### config.mk
export PLATFORM = sky130hd
export DESIGN_NAME = ps2_key_streamer
export DESIGN_NICKNAME = d
export VERILOG_FILES = /design/src/rtl/ps2_key_streamer.sv
export SDC_FILE = /design/constraint.sdc
export NUM_CORES = 1
export LEC_CHECK = 0
export BUFFER_PORTS_ARGS = -buffer_cell sky130_fd_sc_hd__buf_2
export CORE_MARGIN = 5
export CORE_UTILIZATION = 35
export CTS_CLUSTER_SIZE = 40
export DETAILED_ROUTE_END_ITERATION = 10
export PLACE_DENSITY_LB_ADDON = 0.15
export SLEW_MARGIN = 20
export SYNTH_ARGS = -nofsm -noshare
export SYNTH_HDL_FRONTEND = slang
export SYNTH_SLANG_ARGS = --single-unit
### constraint.sdc
create_clock -name CLOCK_50 -period 3.4 [get_ports CLOCK_50]
set_input_delay 0 -clock CLOCK_50 [delete_from_list [all_inputs] [get_ports CLOCK_50]]
set_output_delay 0 -clock CLOCK_50 [all_outputs]
set_load 0.1 [all_outputs]
### src/rtl/ps2_key_streamer.sv
// PS/2 device-side keyboard emulator: key events -> FIFO -> E0/F0/code byte frames.
// Define PS2_TYPEMATIC_EN to enable typematic repeat of the last held make key.
module ps2_key_streamer #(
    parameter int unsigned DEPTH      = 8,
    parameter int unsigned CLK_HALF   = 1250,
    parameter int unsigned GAP_CYCLES = 2500
`ifdef PS2_TYPEMATIC_EN
    ,
    parameter int unsigned TM_DELAY   = 25000000,
    parameter int unsigned TM_PERIOD  = 5000000
`endif
) (
    input  logic                   CLOCK_50,
    input  logic                   resetn,
    input  logic                   ev_valid,
    output logic                   ev_ready,
    input  logic [7:0]             ev_code,
    input  logic                   ev_ext,
    input  logic                   ev_break,
    output logic                   ps2_clk,
    output logic                   ps2_dat,
    output logic                   busy,
    output logic [$clog2(DEPTH):0] fifo_count
);
    localparam int unsigned AW = $clog2(DEPTH);

    typedef enum logic [2:0] {StIdle, StLoad, StPreE0, StPreF0, StCode} state_e;

    state_e        state_q;
    logic          gap_q;
    logic [3:0]    bit_q;
    logic [31:0]   cnt_q;
    logic [10:0]   sh_q;
    logic          cur_brk_q;
    logic [7:0]    cur_code_q;
    logic          ps2_clk_q;
    logic          ps2_dat_q;

    logic [9:0]    mem_q [DEPTH];
    logic [AW-1:0] wptr_q;
    logic [AW-1:0] rptr_q;
    logic [AW:0]   count_q;
    logic          push;
    logic          pop;
    logic [9:0]    fifo_rd;

    logic          gap_done;
    logic          launch;
    state_e        launch_state;
    logic [7:0]    launch_byte;

`ifdef PS2_TYPEMATIC_EN
    logic          cur_ext_q;
    logic          cur_rep_q;
    logic          held_q;
    logic          held_ext_q;
    logic [7:0]    held_code_q;
    logic [31:0]   tm_cnt_q;
    logic          tm_rep_q;
    logic [31:0]   tm_limit;

    assign tm_limit = tm_rep_q ? 32'(TM_PERIOD - 1) : 32'(TM_DELAY - 1);
`endif

    function automatic logic [10:0] frame_of(input logic [7:0] d);
        return {1'b1, ~^d, d, 1'b0};
    endfunction

    assign ev_ready   = (count_q != (AW+1)'(DEPTH));
    assign push       = ev_valid & ev_ready;
    assign pop        = (state_q == StLoad);
    assign fifo_rd    = mem_q[rptr_q];
    assign fifo_count = count_q;
    assign busy       = (state_q != StIdle) | (count_q != '0);
    assign ps2_clk    = ps2_clk_q;
    assign ps2_dat    = ps2_dat_q;

    always_ff @(posedge CLOCK_50) begin
        if (push) mem_q[wptr_q] <= {ev_ext, ev_break, ev_code};
    end

    always_ff @(posedge CLOCK_50 or negedge resetn) begin
        if (!resetn) begin
            wptr_q  <= '0;
            rptr_q  <= '0;
            count_q <= '0;
        end else begin
            if (push) wptr_q <= wptr_q + AW'(1);
            if (pop)  rptr_q <= rptr_q + AW'(1);
            count_q <= count_q + {{AW{1'b0}}, push} - {{AW{1'b0}}, pop};
        end
    end

    // Decides when a new byte frame starts and which byte/state it belongs to.
    always_comb begin
        gap_done     = gap_q && (cnt_q == 32'(GAP_CYCLES - 1));
        launch       = 1'b0;
        launch_state = StCode;
        launch_byte  = cur_code_q;
        case (state_q)
            StIdle: begin
`ifdef PS2_TYPEMATIC_EN
                if (count_q == '0 && held_q && tm_cnt_q >= tm_limit) begin
                    launch       = 1'b1;
                    launch_state = held_ext_q ? StPreE0 : StCode;
                    launch_byte  = held_ext_q ? 8'hE0 : held_code_q;
                end
`endif
            end
            StLoad: begin
                launch = 1'b1;
                if (fifo_rd[9]) begin
                    launch_state = StPreE0;
                    launch_byte  = 8'hE0;
                end else if (fifo_rd[8]) begin
                    launch_state = StPreF0;
                    launch_byte  = 8'hF0;
                end else begin
                    launch_state = StCode;
                    launch_byte  = fifo_rd[7:0];
                end
            end
            StPreE0: begin
                if (gap_done) begin
                    launch       = 1'b1;
                    launch_state = cur_brk_q ? StPreF0 : StCode;
                    launch_byte  = cur_brk_q ? 8'hF0 : cur_code_q;
                end
            end
            StPreF0: begin
                if (gap_done) launch = 1'b1;
            end
            default: ;
        endcase
    end

    always_ff @(posedge CLOCK_50 or negedge resetn) begin
        if (!resetn) begin
            state_q    <= StIdle;
            gap_q      <= 1'b0;
            bit_q      <= '0;
            cnt_q      <= '0;
            sh_q       <= '1;
            cur_brk_q  <= 1'b0;
            cur_code_q <= '0;
            ps2_clk_q  <= 1'b1;
            ps2_dat_q  <= 1'b1;
`ifdef PS2_TYPEMATIC_EN
            cur_ext_q   <= 1'b0;
            cur_rep_q   <= 1'b0;
            held_q      <= 1'b0;
            held_ext_q  <= 1'b0;
            held_code_q <= '0;
            tm_cnt_q    <= '0;
            tm_rep_q    <= 1'b0;
`endif
        end else begin
`ifdef PS2_TYPEMATIC_EN
            if (held_q) tm_cnt_q <= tm_cnt_q + 32'd1;
            if (state_q == StIdle && launch) begin
                cur_ext_q  <= held_ext_q;
                cur_brk_q  <= 1'b0;
                cur_code_q <= held_code_q;
                cur_rep_q  <= 1'b1;
            end
`endif
            if (state_q == StLoad) begin
                cur_brk_q  <= fifo_rd[8];
                cur_code_q <= fifo_rd[7:0];
`ifdef PS2_TYPEMATIC_EN
                cur_ext_q  <= fifo_rd[9];
                cur_rep_q  <= 1'b0;
                held_q     <= 1'b0;
`endif
            end
            if (launch) begin
                state_q   <= launch_state;
                sh_q      <= frame_of(launch_byte);
                ps2_clk_q <= 1'b1;
                ps2_dat_q <= 1'b0;
                cnt_q     <= '0;
                bit_q     <= '0;
                gap_q     <= 1'b0;
            end else begin
                case (state_q)
                    StIdle: begin
                        if (count_q != '0) state_q <= StLoad;
                    end
                    StPreE0, StPreF0, StCode: begin
                        if (!gap_q) begin
                            if (cnt_q == 32'(2 * CLK_HALF - 1)) begin
                                cnt_q     <= '0;
                                ps2_clk_q <= 1'b1;
                                if (bit_q == 4'd10) begin
                                    gap_q     <= 1'b1;
                                    ps2_dat_q <= 1'b1;
`ifdef PS2_TYPEMATIC_EN
                                    if (state_q == StCode && !cur_brk_q) begin
                                        held_q      <= 1'b1;
                                        held_ext_q  <= cur_ext_q;
                                        held_code_q <= cur_code_q;
                                        tm_cnt_q    <= '0;
                                        tm_rep_q    <= cur_rep_q;
                                    end
`endif
                                end else begin
                                    bit_q     <= bit_q + 4'd1;
                                    ps2_dat_q <= sh_q[1];
                                    sh_q      <= {1'b1, sh_q[10:1]};
                                end
                            end else begin
                                cnt_q <= cnt_q + 32'd1;
                                if (cnt_q == 32'(CLK_HALF - 1)) ps2_clk_q <= 1'b0;
                            end
                        end else if (gap_done) begin
                            state_q <= (count_q != '0) ? StLoad : StIdle;
                            gap_q   <= 1'b0;
                        end else begin
                            cnt_q <= cnt_q + 32'd1;
                        end
                    end
                    default: state_q <= StIdle;
                endcase
            end
        end
    end
endmodule

==> results by group, run 1 <==
Global route
  – All-layer global routing usage: between 10% and 20%
  – Gr ovfl total: 0
  – Pin count of the biggest net entering global routing: around 70
  – Vias in the first global route: ~4,400
  – Antenna violations before repair: 0
  – Global-route wire length before repair: ~24,000 um

Drt
  – Via Count: 4,417
  – Remaining design rule violation count: 0
  – Met3 wire len: around 420 um
  – First drt pass iteration count: 6
  – Average routed wire per standard cell: roughly 17 um
  – Residual antenna-violating net count after detailed routing: 0
  – Topmost layer with routed signal wires: met4
  – Final wirelength: about 14,000 um
  – Iter 0 DRT Violations: between 300 and 400
  – Met2 wirelength from detailed routing: around 6900 um
  – Routed metal-1 wirelength: 7000 um
  – Post-detailed-route via-to-cell ratio: between 5 and 6

Worst setup path
  – Cells along the critical path: mux4_1, mux2_2, mux2i_1, xnor3_1, nor2_1, xnor2_1, xnor3_1, a21oi_1
  – Kind of launch point of the worst setup path: flip-flop
  – Top fanout value on the critical path: 7
  – Critical path's largest stage delay: around 0.6 ns
  – Crit Path Class: reg2reg
  – Kind of cell adding the most delay to the critical path: multiplexers
  – Required time of the critical path: 3.75 ns
  – CP Data Arrival Time: 3.31 ns
  – Worst setup EP type: flip-flop
  – Most repeated library cell on the critical path: xnor3_1
  – CP Buf/Inv Count: 0
  – Cell type of the slowest stage on the worst timing path: mux4_1

Timing
  – Setup Viol. Count Final: 0
  – Post-route clock skew: ~0.011 ns
  – Unrepaired setup endpoints after global routing: false
  – Final critical-path share of the clock period: between 80 and 90%
  – Worst Max-Slew Pin Slew: between 0.9 and 1 ns
  – Worst-case headroom to the max-slew limit: between 30 and 40%
  – Post-layout min period: around 3 ns
  – Maximum clock frequency: about 340 MHz
  – Post-Route Setup TNS: 0 ns
  – Number of pins exceeding their max-slew limit in the final report: 0
  – Hold Slack: roughly 0.25 ns
  – Final Hold Violating Endpoints: 0

Cells and area
  – Non-Filler Instances: just under 900
  – Fill cell count: approximately 1,800
  – Synth-to-Final Area Change: 17.6%
  – Number of nets at the end of the flow: ~620
  – Antenna Cells: 0
  – Proportion of layout cells with a drive suffix above 1: between 10% and 20%
  – Final standard cell utilization of the core: between 40% and 50%

Clocking
  – CTS clock-pin slew for the worst setup and hold paths: 0.07 ns
  – Number of clock buffers inserted by TritonCTS: 17
  – Post-cts gate resize count: 0
  – H-tree depth reported by CTS: 4
  – Clock root buffer: clkbuf_16
  – Setup repair bufs after CTS: 0
  – CTS hold repair buffers: 12
  – Clk buf depth: 2
  – CTS sink count: 150
  – TritonCTS clock tree: built
  – Clk_lat worst skew: 0.42 ns

Power and ir drop
  – Pwr/cell area: around 850 nW/um2
  – Worst IR drop on VDD: 404 uV
  – Leak Pwr: 3.18 nW

Placed design
  – Detailed Place HPWL: 9640 um
  – Placed cell count: 823
  – Placer congestion estimate: between 0.7 and 0.8
  – IO Port Bufs: 20

Logic synthesis
  – EDFF count, synth: 80
  – Cell area after technology mapping: approximately 7000 um2
  – Number of register bits inferred by synthesis: 150
  – Predominant post-synthesis flop cell: edfxtp_1
  – Net count after synthesis: 566
  – Number of library cell types mapped by synthesis: between 60 and 70
  – Post-synthesis area per instance: around 13 um2
  – FFs w/ async S/R, synth: approximately 47%
  – Cell count after synthesis: 540
  – Part of the Yosys area used for sequential elements: approximately 59%
  – Yosys Warn Count: 0

Outcome
  – Outcome: completed

Die
  – Number of top-level pins: 21
  – Starting Density: a little over a third
  – Horizontal die dimension: 152 um
  – Die footprint: 23,000 um2
  – Std cell rows: between 50 and 60
  – DIE HEIGHT: ~150 um
  – Core Box Area: around 20,000 um2

Worst hold path
  – Path class of the lowest-slack min-delay path: in2async

Run
  – Number of max-cap violations: 0
-- worst paths after layout --
| path | startpoint | end | slack, ns | cells past startpoint |
|---|---|---|---|---|
| worst min register to register | cur_code_q[1]$_DFFE_PN0P_ | cur_code_q[1]$_DFFE_PN0P_ | 0.48 | 1 |
| min in group CLOCK_50 | ev_ext | mem_q[1][9]$_DFFE_PP_ | 0.38 | 2 |
| worst min-delay path | resetn | cnt_q[17]$_DFFE_PN0P_ | 0.25 | 2 |
| worst max-delay path | rptr_q[0]$_DFFE_PN0P_ | sh_q[9]$_DFFE_PN1P_ | 0.44 | 8 |
| worst max register to register | rptr_q[0]$_DFFE_PN0P_ | sh_q[9]$_DFFE_PN1P_ | 0.44 | 8 |
| max in group asynchronous | resetn | cur_code_q[7]$_DFFE_PN0P_ | 2.51 | 2 |
-- logic make-up after synthesis --
kind of cell / Yosys count / synth area share, %
AND/OR/NAND/NOR: 191 / 14.2
flip-flops: 150 / 59.4
AO/OA/AOI/OAI: 86 / 7.92
buffers and inverters: 37 / 2.46
multiplexers: 35 / 9.67
XOR/XNOR: 28 / 3.89
adder cells (fa/ha/maj): 13 / 2.43
-- where the power goes --
group | total (mW) | internal, mW | switching, mW
clock network | 1.94 | 1.07 | 0.869
registers | 2.59 | 2.32 | 0.266
logic | 2.44 | 1.04 | 1.40
total | 6.97 | 4.44 | 2.53
-- registers in the layout (all words and copies together) (netlist names) --
name,flops
mem_q,80
cnt_q,32
sh_q,9
cur_code_q,8
bit_q,4
fifo_count,4
rptr_q,3
state_q,3
wptr_q,3
cur_brk_q,1
gap_q,1
ps2_clk,1
ps2_dat,1
-- cell usage in the layout (no fill, tap or decap), types with 9 or more instances in the layout --
master and instances:
nand3_1 22, nand2_1 48, a21oi_1 16, o21ai_0 28
nor2_1 47, mux4_1 17, clkbuf_16 17, ha_1 12
edfxtp_1 80, dlygate4sd3_1 12, mux2i_1 9, inv_1 14
xnor2_1 11, buf_4 20, dfrtp_1 59, buf_2 19
xor2_1 15, dfstp_2 11
-- area by class of cell --
type	count	area (um2)	share of cell area, %
clock buffer	17	425	5.16
tap	265	332	4.02
multi-input combinational	353	2680	32.5
inverter	15	56.3	0.683
timing repair buffer	52	385	4.67
sequential	150	4170	50.6
clock inverter	15	198	2.40
-- per-layer routing --
metal / GRT usage (%) / vias up
met2: 21.3 / 52
met3: 3.63 / 13
li1: - / 2128
met1: 18.8 / 2224
met4: 3.50 / 0
met5: 0 / -
-- cell usage after synthesis, types with 9 or more instances --
master    number  area, um2
mux4_1        17        447
edfxtp_1      80       2400
xnor2_1       11       96.3
dfrtp_1       59       1480
inv_1         14       52.6
nand3_1       22        110
clkbuf_1      11       41.3
a21oi_1       16       80.1
o21ai_0       29        145
ha_1          12        150
xor2_1        15        131
nor2_1        47        176
nand2_1       49        184
mux2i_1        9       90.1
dfstp_2       11        289
-- per-stage QoR --
| stage | power [mW] | worst slack (ns) | instance area (um2) |
|---|---|---|---|
| 2_1_floorplan | 4.47 | 0.245 | 7020 |
| 5_1_grt | 7.39 | 0.236 | 8240 |
| 3_3_place_gp | 5.05 | 0.449 | 7500 |
| 3_5_place_dp | 5.10 | 0.410 | 7500 |
| 4_1_cts | 7.07 | 0.397 | 8240 |
| 6_report | 6.97 | 0.440 | 8240 |
(Power assumes the default switching activity.)
==> run 2: changes to the inputs <==
--- a/config.mk
+++ b/config.mk
@@ -5,7 +5,9 @@
 export SDC_FILE = /design/constraint.sdc
 export NUM_CORES = 1
 export LEC_CHECK = 0
+export ABC_AREA = 1
 export BUFFER_PORTS_ARGS = -buffer_cell sky130_fd_sc_hd__buf_2
+export CORE_ASPECT_RATIO = 2
 export CORE_MARGIN = 5
 export CORE_UTILIZATION = 35
 export CTS_CLUSTER_SIZE = 40
==> run 2 against run 1 <==
Net effect:
- non-clock buffer count down 1
- synthesized cell count up 60%
- largest power group is now combinational cells
- fmax up 13%
- critical endpoint is now cnt_q[8]$_DFFE_PN0P_
- first-iteration DRC count down 10%
- worst setup slack better by 0.33 ns
==> results by group, run 2 <==
Worst setup path
  – Critical path's largest stage delay: 0.44 ns
  – Cells along the critical path: ha_1, inv_2, nor2_1, nand2_1, nor2_1, nand2_1, nor2_4, inv_2, o21ai_4, o21ai_4, clkinv_2, nor2_4, buf_4, o21ai_2, o21a_1
  – Kind of cell adding the most delay to the critical path: buffers and inverters
  – Worst setup EP type: flip-flop
  – Crit Path Class: reg2reg
  – CP Buf/Inv Count: 4
  – Kind of launch point of the worst setup path: flip-flop
  – Cell type of the slowest stage on the worst timing path: dfrtp_1
  – Length in cells of the worst reg-to-reg path: 15
  – Number of stages on the worst setup path: 15
  – CP Data Arrival Time: around 3.0 ns
  – Required time of the critical path: between 3 and 4 ns
  – Top fanout value on the critical path: 25

Logic synthesis
  – Net count after synthesis: a little under 900
  – Top-area cell type share of the netlist area: between 30 and 40%
  – Yosys Warn Count: 0
  – FFs w/ async S/R, synth: a little under half
  – Number of library cell types mapped by synthesis: between 40 and 50
  – Cell count after synthesis: between 800 and 900
  – EDFF count, synth: 80
  – Post-synthesis area per instance: 8.96 um2
  – Cell types with the highest counts after synthesis: nand2_1 (210), nor2_1 (121), edfxtp_1 (80)
  – Leading cell types by total area after synthesis: edfxtp_1 (31%), dfrtp_1 (19%), nand2_1 (10%)
  – Part of the Yosys area used for sequential elements: between 50% and 60%
  – Predominant post-synthesis flop cell: edfxtp_1
  – Cell area after technology mapping: approximately 7700 um2
  – Number of register bits inferred by synthesis: 150
  – Top-count cell post-synth: nand2_1
  – Cell type with the largest total area after synthesis: edfxtp_1

Global route
  – Pin count of the biggest net entering global routing: around 70
  – All-layer global routing usage: between 15 and 20%
  – Antenna violations before repair: 0
  – Gr ovfl total: 0
  – Global-route wire length before repair: ~32,000 um
  – Vias in the first global route: about 6,000

Timing
  – Post-route clock skew: between 0.01 and 0.015 ns
  – Final critical-path share of the clock period: approximately 77%
  – Unrepaired setup endpoints after global routing: false
  – Final Hold Violating Endpoints: 0
  – Worst-case headroom to the max-slew limit: between 50% and 60%
  – Number of pins exceeding their max-slew limit in the final report: 0
  – Post-Route Setup TNS: 0 ns
  – Maximum clock frequency: 381 MHz
  – Worst Max-Slew Pin Slew: around 0.66 ns
  – Worst Setup Slack, final: about 0.77 ns
  – Setup Viol. Count Final: 0
  – Post-layout min period: around 2.6 ns

Cells and area
  – Most common cell after layout, fill and taps aside: nand2_1
  – Top reg by flops: mem_q
  – Antenna Cells: 0
  – Flip-flop count of the largest register after layout: 80
  – Regs by FF count: mem_q x80, cnt_q x32, sh_q x9
  – Fill cell count: ~2,300
  – Synth-to-Final Area Change: 14.1%
  – Proportion of layout cells with a drive suffix above 1: between 10% and 20%
  – Commonest non-fill, non-tap cells in the layout: nand2_1 (210), nor2_1 (121), edfxtp_1 (80), inv_1 (65), dfrtp_1 (59)
  – Number of nets at the end of the flow: 931

Drt
  – Iter 0 DRT Violations: 309
  – First drt pass iteration count: 4
  – Final wirelength: 20,100 um
  – Average routed wire per standard cell: approximately 17 um
  – Post-detailed-route via-to-cell ratio: 4.89
  – Residual antenna-violating net count after detailed routing: 0
  – Via Count: roughly 5,800
  – Remaining design rule violation count: 0

Clocking
  – H-tree depth reported by CTS: 4
  – Number of clock buffers inserted by TritonCTS: 17
  – Clk_lat worst skew: between 0.4 and 0.5 ns
  – CTS sink count: 150
  – Setup repair bufs after CTS: 0
  – CTS clock-pin slew for the worst setup and hold paths: around 0.070 ns
  – TritonCTS clock tree: built
  – Clock root buffer: clkbuf_16
  – Clk buf depth: 2

Die
  – Die footprint: 25,400 um2
  – Std cell rows: 77
  – Horizontal die dimension: about 120 um
  – Core Box Area: 22,000 um2
  – Starting Density: between 30% and 40%
  – DIE HEIGHT: approximately 220 um
  – Number of top-level pins: 21

Power and ir drop
  – Worst IR drop on VDD: ~570 uV
  – Leak Pwr: ~3.6 nW
  – Pwr/cell area: 846 nW/um2

Placed design
  – IO Port Bufs: 20
  – Detailed Place HPWL: about 14,000 um
  – Placer congestion estimate: ~0.95
  – Setup Slack @ Placement: between 0.7 and 0.8 ns

Outcome
  – Outcome: completed

Run
  – Number of max-cap violations: 0

Worst hold path
  – Path class of the lowest-slack min-delay path: in2reg
  – Depth of the worst hold-timing path: 2
[run 2: cell count changes after synthesis, sizes merged, moves of 7 or more]
cell and delta:
mux4 -20, nor3 +10, nand2 +178, mux2i -10
and2 -11, buf +13, nand2b -7, nor2 +82
nand3 +30, o31ai +13, and3 -7, o21ai +33
inv +64
[run 2: per-stage QoR]
| stage | hold WS [ns] | std cells | utilization, % | power, mW | area [um2] |
|---|---|---|---|---|---|
| after floorplan | -0.296 | 864 | - | 5.00 | 7750 |
| after global placement | 0.214 | 1148 | 37.0 | 5.72 | 8120 |
| after detailed placement | 0.219 | 1148 | 37.0 | 5.75 | 8120 |
| after CTS | 0.278 | 1192 | 40.0 | 7.59 | 8800 |
| after global routing | 0.366 | 1194 | 40.2 | 8.06 | 8830 |
| final | 0.370 | 1194 | 40.2 | 7.47 | 8830 |
[run 2: routing by layer]
metal  global-route usage (%)  routed length [um]  vias up
met4                     11.0                 995        0
met2                     32.5               11700       94
met3                     2.93                 427       48
li1                         -                   -     2949
met1                     16.0                7030     2751
met5                        0                   0        -
[run 2: what timing repair did]
action | 4_1_cts | 5_1_grt
hold endpoints to repair | 141 | 15
gates resized for setup | 0 | 0
endpoints found under the setup margin | 0 | 0
hold buffers | 12 | 1
[run 2: cells by family after synthesis]
logic type                 after synthesis  synth area share, %
xor gates and xnor gates                26                 2.94
DFF                                    150                 53.8
AOI/OAI and AO/OA                      116                 9.32
buffers and inverters                  109                 6.64
adders and majority gates               13                 2.20
and+or+nand+nor                        450                 25.1
[run 2: final timing paths]
path	from	to	slack, ns
worst max register to register	cnt_q[0]$_DFFE_PN0P_	cnt_q[8]$_DFFE_PN0P_	0.77
min in group asynchronous	resetn	cnt_q[4]$_DFFE_PN0P_	0.50
worst min register to register	ps2_dat$_DFFE_PN1P_	ps2_dat$_DFFE_PN1P_	0.48
worst min-delay path	ev_break	mem_q[6][8]$_DFFE_PP_	0.37
max in group asynchronous	resetn	sh_q[4]$_DFFE_PN1P_	2.27
worst max-delay path	cnt_q[0]$_DFFE_PN0P_	cnt_q[8]$_DFFE_PN0P_	0.77
[run 2: cell type report]
type,instances,area (um2),area share [%]
Clock inverter,15,133,1.50
Clock buffer,17,425,4.82
Multi-Input combinational cell,605,3070,34.7
Inverter,80,308,3.48
Timing Repair Buffer,51,388,4.39
Sequential cell,150,4170,47.2
Tap cell,276,345,3.91
[run 2: power by group]
group	internal, mW	switching, mW	total [mW]
clock network	1.01	0.801	1.81
logic	0.905	2.23	3.14
registers	2.32	0.206	2.53
total	4.24	3.24	7.47
